**src/rtl/ps2_scan_decoder_if.sv**
```systemverilog
// ps2_scan_decoder_if
//   Key-event output channel of the PS/2 scan decoder.
//
//   Handshake: the producer raises key_valid with key_code/key_ext/key_release
//   and holds all four unchanged until it sees key_valid && key_ready at a
//   rising clock edge. At that edge the event is transferred. The consumer may
//   drive key_ready at any time, independently of key_valid.
//
//   Signals:
//     key_code     8  scan code of the event
//     key_ext      1  event was E0- or E1-prefixed
//     key_release  1  event was F0-prefixed (break)
//     key_valid    1  event held
//     key_ready    1  consumer accepts
interface ps2_scan_decoder_if;
  logic [7:0] key_code;
  logic       key_ext;
  logic       key_release;
  logic       key_valid;
  logic       key_ready;

  modport master (
    output key_code,
    output key_ext,
    output key_release,
    output key_valid,
    input  key_ready
  );

  modport slave (
    input  key_code,
    input  key_ext,
    input  key_release,
    input  key_valid,
    output key_ready
  );
endinterface

```
**src/rtl/ps2_scan_decoder.sv**
```systemverilog
// ps2_scan_decoder
//   Takes complete 11-bit PS/2 frames (one per frame_valid pulse), checks
//   start/stop/odd parity, strips the E0/F0/E1 prefixes and emits one key
//   event per complete scan sequence through a one-entry valid/ready buffer.
//   Keyboard status bytes are reported separately and bad frames are counted.
//
//   Ports:
//     clk           in   system clock, rising edge
//     reset_n       in   synchronous active-low reset
//     frame_in      in   [0] start, [8:1] data LSB-first, [9] parity, [10] stop
//     frame_valid   in   one-cycle pulse qualifying frame_in
//     key           master modport: key_code/key_ext/key_release/key_valid/key_ready
//     status_code   out  last status byte
//     status_valid  out  one-cycle pulse with status_code
//     frame_err     out  one-cycle pulse after a bad frame
//     err_count     out  saturating bad-frame count
//     overflow      out  sticky: a key event was dropped
//     clr_overflow  in   clears overflow (a simultaneous set wins)
//     state_dbg     out  current decode state
module ps2_scan_decoder #(
  parameter int ERR_CNT_W  = 8,
  parameter int PAUSE_SKIP = 7
) (
  input  logic                 clk,
  input  logic                 reset_n,
  input  logic [10:0]          frame_in,
  input  logic                 frame_valid,
  ps2_scan_decoder_if.master   key,
  output logic [7:0]           status_code,
  output logic                 status_valid,
  output logic                 frame_err,
  output logic [ERR_CNT_W-1:0] err_count,
  output logic                 overflow,
  input  logic                 clr_overflow,
  output logic [2:0]           state_dbg
);

  localparam int SKIP_W = $clog2(PAUSE_SKIP + 1);

  typedef enum logic [2:0] {
    ST_IDLE    = 3'd0,
    ST_EXT     = 3'd1,
    ST_BRK     = 3'd2,
    ST_EXT_BRK = 3'd3,
    ST_PAUSE   = 3'd4
  } state_t;

  state_t            state, state_next;
  logic [SKIP_W-1:0] skip_cnt, skip_next;

  logic [7:0] data_byte;
  logic       good_frame;
  logic       byte_ok;

  logic       emit;
  logic [7:0] emit_code;
  logic       emit_ext;
  logic       emit_rel;
  logic       is_status;

  assign data_byte  = frame_in[8:1];
  // Odd parity: data bits plus parity bit must contain an odd number of ones.
  assign good_frame = ~frame_in[0] & frame_in[10] & (^frame_in[9:1]);
  assign byte_ok    = frame_valid & good_frame;
  assign state_dbg  = state;

  always_comb begin
    state_next = state;
    skip_next  = skip_cnt;
    emit       = 1'b0;
    emit_code  = data_byte;
    emit_ext   = 1'b0;
    emit_rel   = 1'b0;
    is_status  = 1'b0;
    if (byte_ok) begin
      case (state)
        ST_IDLE: begin
          case (data_byte)
            8'hE0: state_next = ST_EXT;
            8'hF0: state_next = ST_BRK;
            8'hE1: begin
              state_next = ST_PAUSE;
              skip_next  = SKIP_W'(PAUSE_SKIP);
            end
            8'hAA, 8'hFA, 8'hEE, 8'hFE, 8'h00, 8'hFF: is_status = 1'b1;
            default: emit = 1'b1;
          endcase
        end
        ST_EXT: begin
          if (data_byte == 8'hF0) begin
            state_next = ST_EXT_BRK;
          end else if (data_byte != 8'hE0) begin
            emit       = 1'b1;
            emit_ext   = 1'b1;
            state_next = ST_IDLE;
          end
        end
        ST_BRK: begin
          if (data_byte != 8'hF0) begin
            emit       = 1'b1;
            emit_rel   = 1'b1;
            state_next = ST_IDLE;
          end
        end
        ST_EXT_BRK: begin
          if (data_byte != 8'hF0) begin
            emit       = 1'b1;
            emit_ext   = 1'b1;
            emit_rel   = 1'b1;
            state_next = ST_IDLE;
          end
        end
        ST_PAUSE: begin
          // The whole Pause sequence collapses into a single E1 event once
          // the trailing bytes have been swallowed.
          if (skip_cnt <= SKIP_W'(1)) begin
            skip_next  = '0;
            emit       = 1'b1;
            emit_code  = 8'hE1;
            emit_ext   = 1'b1;
            state_next = ST_IDLE;
          end else begin
            skip_next = skip_cnt - SKIP_W'(1);
          end
        end
        default: state_next = ST_IDLE;
      endcase
    end
  end

  always_ff @(posedge clk) begin
    if (!reset_n) begin
      state    <= ST_IDLE;
      skip_cnt <= '0;
    end else begin
      state    <= state_next;
      skip_cnt <= skip_next;
    end
  end

  always_ff @(posedge clk) begin
    if (!reset_n) begin
      status_code  <= '0;
      status_valid <= 1'b0;
      frame_err    <= 1'b0;
      err_count    <= '0;
    end else begin
      status_valid <= is_status;
      if (is_status) status_code <= data_byte;
      frame_err <= frame_valid & ~good_frame;
      if (frame_valid && !good_frame && err_count != {ERR_CNT_W{1'b1}})
        err_count <= err_count + ERR_CNT_W'(1);
    end
  end

  // One-entry output buffer. A slot is free when empty or being drained this
  // edge; a new event arriving with the slot busy is dropped.
  always_ff @(posedge clk) begin
    if (!reset_n) begin
      key.key_code    <= '0;
      key.key_ext     <= 1'b0;
      key.key_release <= 1'b0;
      key.key_valid   <= 1'b0;
      overflow        <= 1'b0;
    end else begin
      if (emit && (!key.key_valid || key.key_ready)) begin
        key.key_code    <= emit_code;
        key.key_ext     <= emit_ext;
        key.key_release <= emit_rel;
        key.key_valid   <= 1'b1;
      end else if (key.key_valid && key.key_ready) begin
        key.key_valid <= 1'b0;
      end

      if (emit && key.key_valid && !key.key_ready)
        overflow <= 1'b1;
      else if (clr_overflow)
        overflow <= 1'b0;
    end
  end

endmodule
```
**src/flat_wrapper.sv**
```systemverilog
// flat-port wrapper written by rule: the top's interface ports become plain ports
module ps2_scan_decoder_flat 
#(
  parameter int ERR_CNT_W  = 8,
  parameter int PAUSE_SKIP = 7
)
  (clk, reset_n, frame_in, frame_valid, status_code, status_valid, frame_err, err_count, overflow, clr_overflow, state_dbg, key_key_code, key_key_ext, key_key_release, key_key_valid, key_key_ready);
  ps2_scan_decoder_if key_i ();
  input  logic clk;
  input  logic reset_n;
  input  logic [10:0] frame_in;
  input  logic frame_valid;
  output logic [7:0] status_code;
  output logic status_valid;
  output logic frame_err;
  output logic [ERR_CNT_W-1:0] err_count;
  output logic overflow;
  input  logic clr_overflow;
  output logic [2:0] state_dbg;
  output wire logic [$bits(key_i.key_code)-1:0] key_key_code;
  output wire logic [$bits(key_i.key_ext)-1:0] key_key_ext;
  output wire logic [$bits(key_i.key_release)-1:0] key_key_release;
  output wire logic [$bits(key_i.key_valid)-1:0] key_key_valid;
  input wire logic [$bits(key_i.key_ready)-1:0] key_key_ready;
  assign key_key_code = key_i.key_code;
  assign key_key_ext = key_i.key_ext;
  assign key_key_release = key_i.key_release;
  assign key_key_valid = key_i.key_valid;
  assign key_i.key_ready = key_key_ready;
  ps2_scan_decoder #(.ERR_CNT_W(ERR_CNT_W), .PAUSE_SKIP(PAUSE_SKIP)) u_core (.clk(clk), .reset_n(reset_n), .frame_in(frame_in), .frame_valid(frame_valid), .key(key_i), .status_code(status_code), .status_valid(status_valid), .frame_err(frame_err), .err_count(err_count), .overflow(overflow), .clr_overflow(clr_overflow), .state_dbg(state_dbg));
endmodule
```
**config.mk**
```make
export PLATFORM = sky130hd
export DESIGN_NAME = ps2_scan_decoder_flat
export DESIGN_NICKNAME = d
export VERILOG_FILES = /design/src/rtl/ps2_scan_decoder_if.sv /design/src/rtl/ps2_scan_decoder.sv /design/src/flat_wrapper.sv
export SDC_FILE = /design/constraint.sdc
export NUM_CORES = 1
export LEC_CHECK = 0
export ABC_AREA = 1
export CORE_ASPECT_RATIO = 1.25
export CORE_MARGIN = 2
export CORE_UTILIZATION = 45
export CTS_CLUSTER_DIAMETER = 40
export DETAILED_ROUTE_END_ITERATION = 12
export PLACE_DENSITY = 0.8
export SLEW_MARGIN = 40
export SYNTH_ARGS = -nofsm -noshare
export SYNTH_HDL_FRONTEND = slang
export SYNTH_SLANG_ARGS = --single-unit
```
**constraint.sdc**
```tcl
create_clock -name clk -period 4.21 [get_ports clk]
set_input_delay 0.6315 -clock clk [delete_from_list [all_inputs] [get_ports clk]]
set_output_delay 0.6315 -clock clk [all_outputs]
set_load 0.01 [all_outputs]
```
* Word-level counts from Yosys, hierarchy flattened *
Cells that the tools add are included.
Widths: inputs -> output; s select.

storage, ports and cells
  bits of input ports = 16
  register bits after elaboration = 36
  output and inout bits = 33
  logic and storage cells = 91

cells by class
  equal/unequal tests = 20
  add/sub/neg operators = 2
  reductions and logical operators = 21
  multiplexer cells = 30
  bitwise gates (word level) = 6
  order comparisons = 1

operators with widths
  kind                 number
  $eq 8x8->1 const B   8
  $mux 8               3
  $ne 8x8->1 const B   3
  $mux 3               6
  $mux 1               16
  $pmux 3 s4           1
  $pmux 3 s3           1
  $reduce_or 9->1      1
  $reduce_xor 9->1     1
  $add 8x1->8 const B  1
  $logic_not 8->1      1
  $eq 3x2->1 const B   2
  $logic_and 1x1->1    6
  $pmux 3 s2           1
  $reduce_bool 2->1    3
  $reduce_or 6->1      1
  $reduce_and 5->1     1
  $and 1x1->1          4
  $ne 2x1->1 const B   2
  $ne 4x3->1 const B   1
  $pmux 1 s4           1
  $eq 3x1->1 const B   1
  $eq 3x3->1 const B   1
  $le 3x1->1 const B   1
  10 further kinds     13

* Depth between registers and ports, before layout *
  depth after elaboration = 8
  gate-level depth with buffers = 16
  gate-level depth less buffers = 15

* Worst setup path before layout *
Ideal clock, no wire load.

  path type = input -> register
  start = input frame_in[7]
  end = register u_core.status_code[0]
  buffers on the path = 1
  path slack = 2.139 ns
  stages on the path = 15
  setup time = 0.113 ns
  data arrival time = 1.958 ns
  required time = 4.097 ns
  cells stage by stage = inv_1 -> ha_1 -> inv_1 -> nand2_1 -> nand2_1 -> nand2_1 -> nand2_1 -> nand2_1 -> nand2_2 -> nand3_2 -> clkinv_2 -> nand3_2 -> buf_6 -> nor2_1 -> nor2_1

on the way
  cells in the longest elaborated chain, start to end = 5
  elaborated cells on any way between the ends = 13
  those cells by class = 5 x eq/ne; 3 x mux; 2 x bitwise; 3 x reduce/logical

ends and longest elaborated chain
  element                                               line                     source
  start: declaration                                    flat_wrapper.sv:11       input logic [10:0] frame_in;
  $eq 8x8->1 / $logic_not 8->1 (equally long branches)  ps2_scan_decoder.sv:78   case (data_byte)
  $reduce_or 6->1                                       ps2_scan_decoder.sv:78
  $mux 1                                                ps2_scan_decoder.sv:78
  $mux 1                                                ps2_scan_decoder.sv:76   case (state)
  $mux 1 (*)                                            ps2_scan_decoder.sv:75   if (byte_ok) begin
  end signal: assignment                                ps2_scan_decoder.sv:149  if (is_status) status_code <= data_byte;
  end: declaration                                      ps2_scan_decoder.sv:29   output logic [7:0] status_code,

Mark *: on every way between the ends. The rest lies on a longest branch, timed or not.
A chain may end at the register's enable or synchronous reset.

* Worst setup path after layout *
  start = input frame_in[1]
  end = register u_core.status_code[6]

Same word-level chain as after synthesis.

==> flow_summary_export.csv <==
group,metric,value,unit
clock_network,htree_levels,2,
global_routing,grt_pass1_wl,7930,um
synthesis,synth_top_area_share,0.321,
sta,tightest_slew,0.382,ns
synthesis,synthTopCellsByArea,"dfxtp_1 (32%), nand2_1 (15%), nor2_1 (10%)",
floorplan,start_util,0.471,
critical_path,startpoint,"frame_in[1]",
synthesis,yosysTopAreaCell,"dfxtp_1",
routing,postRouteAntennaNets,0,
power_and_ir_drop,pwr_density_cell,254,nW/um^2
clock_network,cts_resized,0,
routing,wl,4540,um
synthesis,netlist_area,2240,sq um
power_and_ir_drop,leakage,1.38,nW
global_routing,grt_overflow,0,
synthesis,syn_nets,370,
sta,layout_min_cycle_time,2.59,ns
routing,drc,0,
synthesis,synth_seq_cells,36,
clock_network,post_cts_buffers,0,
routing,avgViaCountPerCell,4.61,
sta,setup-tns-final,0,ns
sta,final.setup_skew,0.00204,ns
synthesis,synth_cell_types,29,
clock_network,cts_hold_buf,0,
placed_design,placed_cell_area,2760,sq um
critical_path,r2r_slack,2.51,ns
sta,fmax,386,MHz
clock_network,cts.sinks,36,
critical_path,path_class,"in2reg",
final_layout,n_antenna_cell,0,
routing,num_vias,2071,
sta,hold_viol,0,
synthesis,yosysWarningCount,0,
final_layout,drive_gt1_frac,0.0925,
power_and_ir_drop,ir_drop,132,uV
final_layout,area_growth,27.0,%
clock_network,path_clk_slew,0.07,ns
synthesis,syn_inst,338,
critical_path,arrival,2.81,ns
global_routing,track_usage,0.178,
min_path,hp-class,"reg2reg",
clock_network,cts_max_path_buffers,2,
sta,rsz0062_at_grt,"no",
critical_path,reg2reg_depth,7,
routing,dr.first_iter.drc_count,60,
clock_network,cts-buffers-inserted,5,
placed_design,place.gp.congestion,0.862,
placed_design,port_buffers,48,
floorplan,die_area,5570,sq um
synthesis,synth-seq-area-share,0.321,
synthesis,avgSynthCellArea,6.64,sq um
floorplan,fp.dieW,67.2,um
clock_network,insertion_delay,0.29,ns
global_routing,grt_max_degree,26,
critical_path,reg2reg_to,"u_core.err_count[5]$_SDFFE_PN0P_",
critical_path,cp_max_fo,17,
critical_path,cp-start-kind,"primary input",
clock_network,root_buffer,"clkbuf_8",
final_layout,final_nets,420,
routing,first_pass_iters,6,
routing,wire_per_inst,10.1,um
floorplan,core,4760,sq um
critical_path,worst_setup_path_end_kind,"flip-flop",
global_routing,grt_pass1_vias,1944,
placed_design,dpl.hpwl,3410,um
sta,slew_violations,0,
sta,fin_crit_sh,0.615,
critical_path,crit_end,"u_core.status_code[6]$_SDFFE_PN0P_",
critical_path,r2r-start,"u_core.err_count[0]$_SDFFE_PN0P_",
clock_network,cts_tree,"done",
floorplan,io_pins,49,
floorplan,die_h,83.0,um
final_layout,fin_area,2850,sq um
sta,relSlewSlack,0.744,
flow_run,drv_cap,0,
outcome,status,"complete, no violations",
global_routing,antenna_found_initial,0,
critical_path,cp.required,4.44,ns
sta,setup_viol,0,
floorplan,fp-row-count,28,
==> synth_stat cells, drive strengths merged <==
master / count
clkbuf: 2
dfxtp: 36
a22oi: 1
xor2: 4
nor3: 3
a21oi: 12
nand3b: 2
inv: 57
clkinv: 1
nand3: 27
nand4: 4
nor2: 65
nand2: 96
o21ai: 4
ha: 16
xnor2: 4
buf: 4
==> routing by layer <==
| metal | vias to the layer above | routed length, um | track usage |
|---|---|---|---|
| li1 | 1118 | - | - |
| met4 | 0 | 104 | 0.0853 |
| met3 | 10 | 218 | 0.0298 |
| met1 | 896 | 2080 | 0.206 |
| met2 | 47 | 2140 | 0.307 |
| met5 | - | 0 | 0 |
==> flip-flops by register name, summed over array words and instances (netlist names), 3 cells and up <==
name                 flops
u_core.key.key_code      8
u_core.skip_cnt          3
u_core.status_code       8
u_core.state_dbg         3
u_core.err_count         8
==> stage by stage <==
stage / cells / power, mW / setup WS, ns / hold slack (ns) / util
detailed placement: 441 / 0.473 / 1.31 / 0.478 / 0.579
CTS: 449 / 0.733 / 1.59 / 0.488 / 0.598
floorplan: 338 / 0.428 / 2.14 / 0.462 / -
global route: 449 / 0.759 / 1.38 / 0.520 / 0.598
finish: 449 / 0.724 / 1.62 / 0.483 / 0.598
global placement: 441 / 0.471 / 1.40 / 0.455 / 0.579
==> critical path: stages <==
cell and delay, ns:
clkdlybuf4s50_1 0.54, inv_1 0.10, ha_1 0.31, inv_1 0.06, nand2_1 0.06, nand2_1 0.05
nand2_1 0.06, nand2_1 0.06, nand2_1 0.06, nand2_2 0.08, nand3_2 0.10, clkinv_2 0.12
nand3_2 0.27, nand2_1 0.15, nand2_1 0.06, nor2_1 0.10
==> worst min path at each step <==
stage | start | to | slack (ns) | cells past startpoint
after global placement | u_core.overflow$_SDFFE_PN0P_ | u_core.overflow$_SDFFE_PN0P_ | 0.46 | 2
after CTS | u_core.overflow$_SDFFE_PN0P_ | u_core.overflow$_SDFFE_PN0P_ | 0.49 | 2
after global routing | u_core.overflow$_SDFFE_PN0P_ | u_core.overflow$_SDFFE_PN0P_ | 0.52 | 2
after detailed placement | u_core.overflow$_SDFFE_PN0P_ | u_core.overflow$_SDFFE_PN0P_ | 0.48 | 2
after floorplan | u_core.skip_cnt[0]$_SDFFE_PN0P_ | u_core.skip_cnt[0]$_SDFFE_PN0P_ | 0.46 | 2
final | u_core.overflow$_SDFFE_PN0P_ | u_core.overflow$_SDFFE_PN0P_ | 0.48 | 2
==> power breakdown <==
group | total [mW] | internal [mW] | switching [mW] | leakage [nW]
Clock | 0.260 | 0.133 | 0.127 | 0.0445
Sequential | 0.354 | 0.349 | 0.00529 | 0.291
Combinational | 0.110 | 0.0503 | 0.0599 | 1.04
==> placed cells by master (no fill, tap or decap) <==
cell type	n
nor3_1	1
clkdlybuf4s50_1	48
inv_1	50
nand3_2	4
xnor2_1	4
nand2_2	5
nor2_2	2
a21oi_2	1
nand4_1	4
clkinv_2	1
nor3_2	2
inv_2	7
nor2_1	60
clkbuf_1	1
a21oi_1	11
ha_1	16
clkinvlp_4	1
nor2_4	3
nand3_4	1
nand3_1	22
buf_4	1
a22oi_1	1
nand2_4	2
xor2_1	4
nand2_1	89
dfxtp_1	36
nand3b_1	2
o21ai_0	4
clkbuf_8	6
==> kinds of logic after synthesis <==
kind of cell	share of synthesized area
compound gates	0.0407
xor+xnor	0.0312
buf+inv	0.120
simple gates	0.397
fa+ha+maj	0.0892
flops	0.321
==> cell type report <==
cell class | count | area, sq um
multi-input cells | 238 | 1250
clock buffers | 7 | 86.3
fillers | 461 | 1910
flip-flops and latches | 36 | 721
well taps | 60 | 75.1
repair buffers | 49 | 488
inverters | 58 | 219
clock inverters | 1 | 7.51
(Power assumes the default switching activity.)
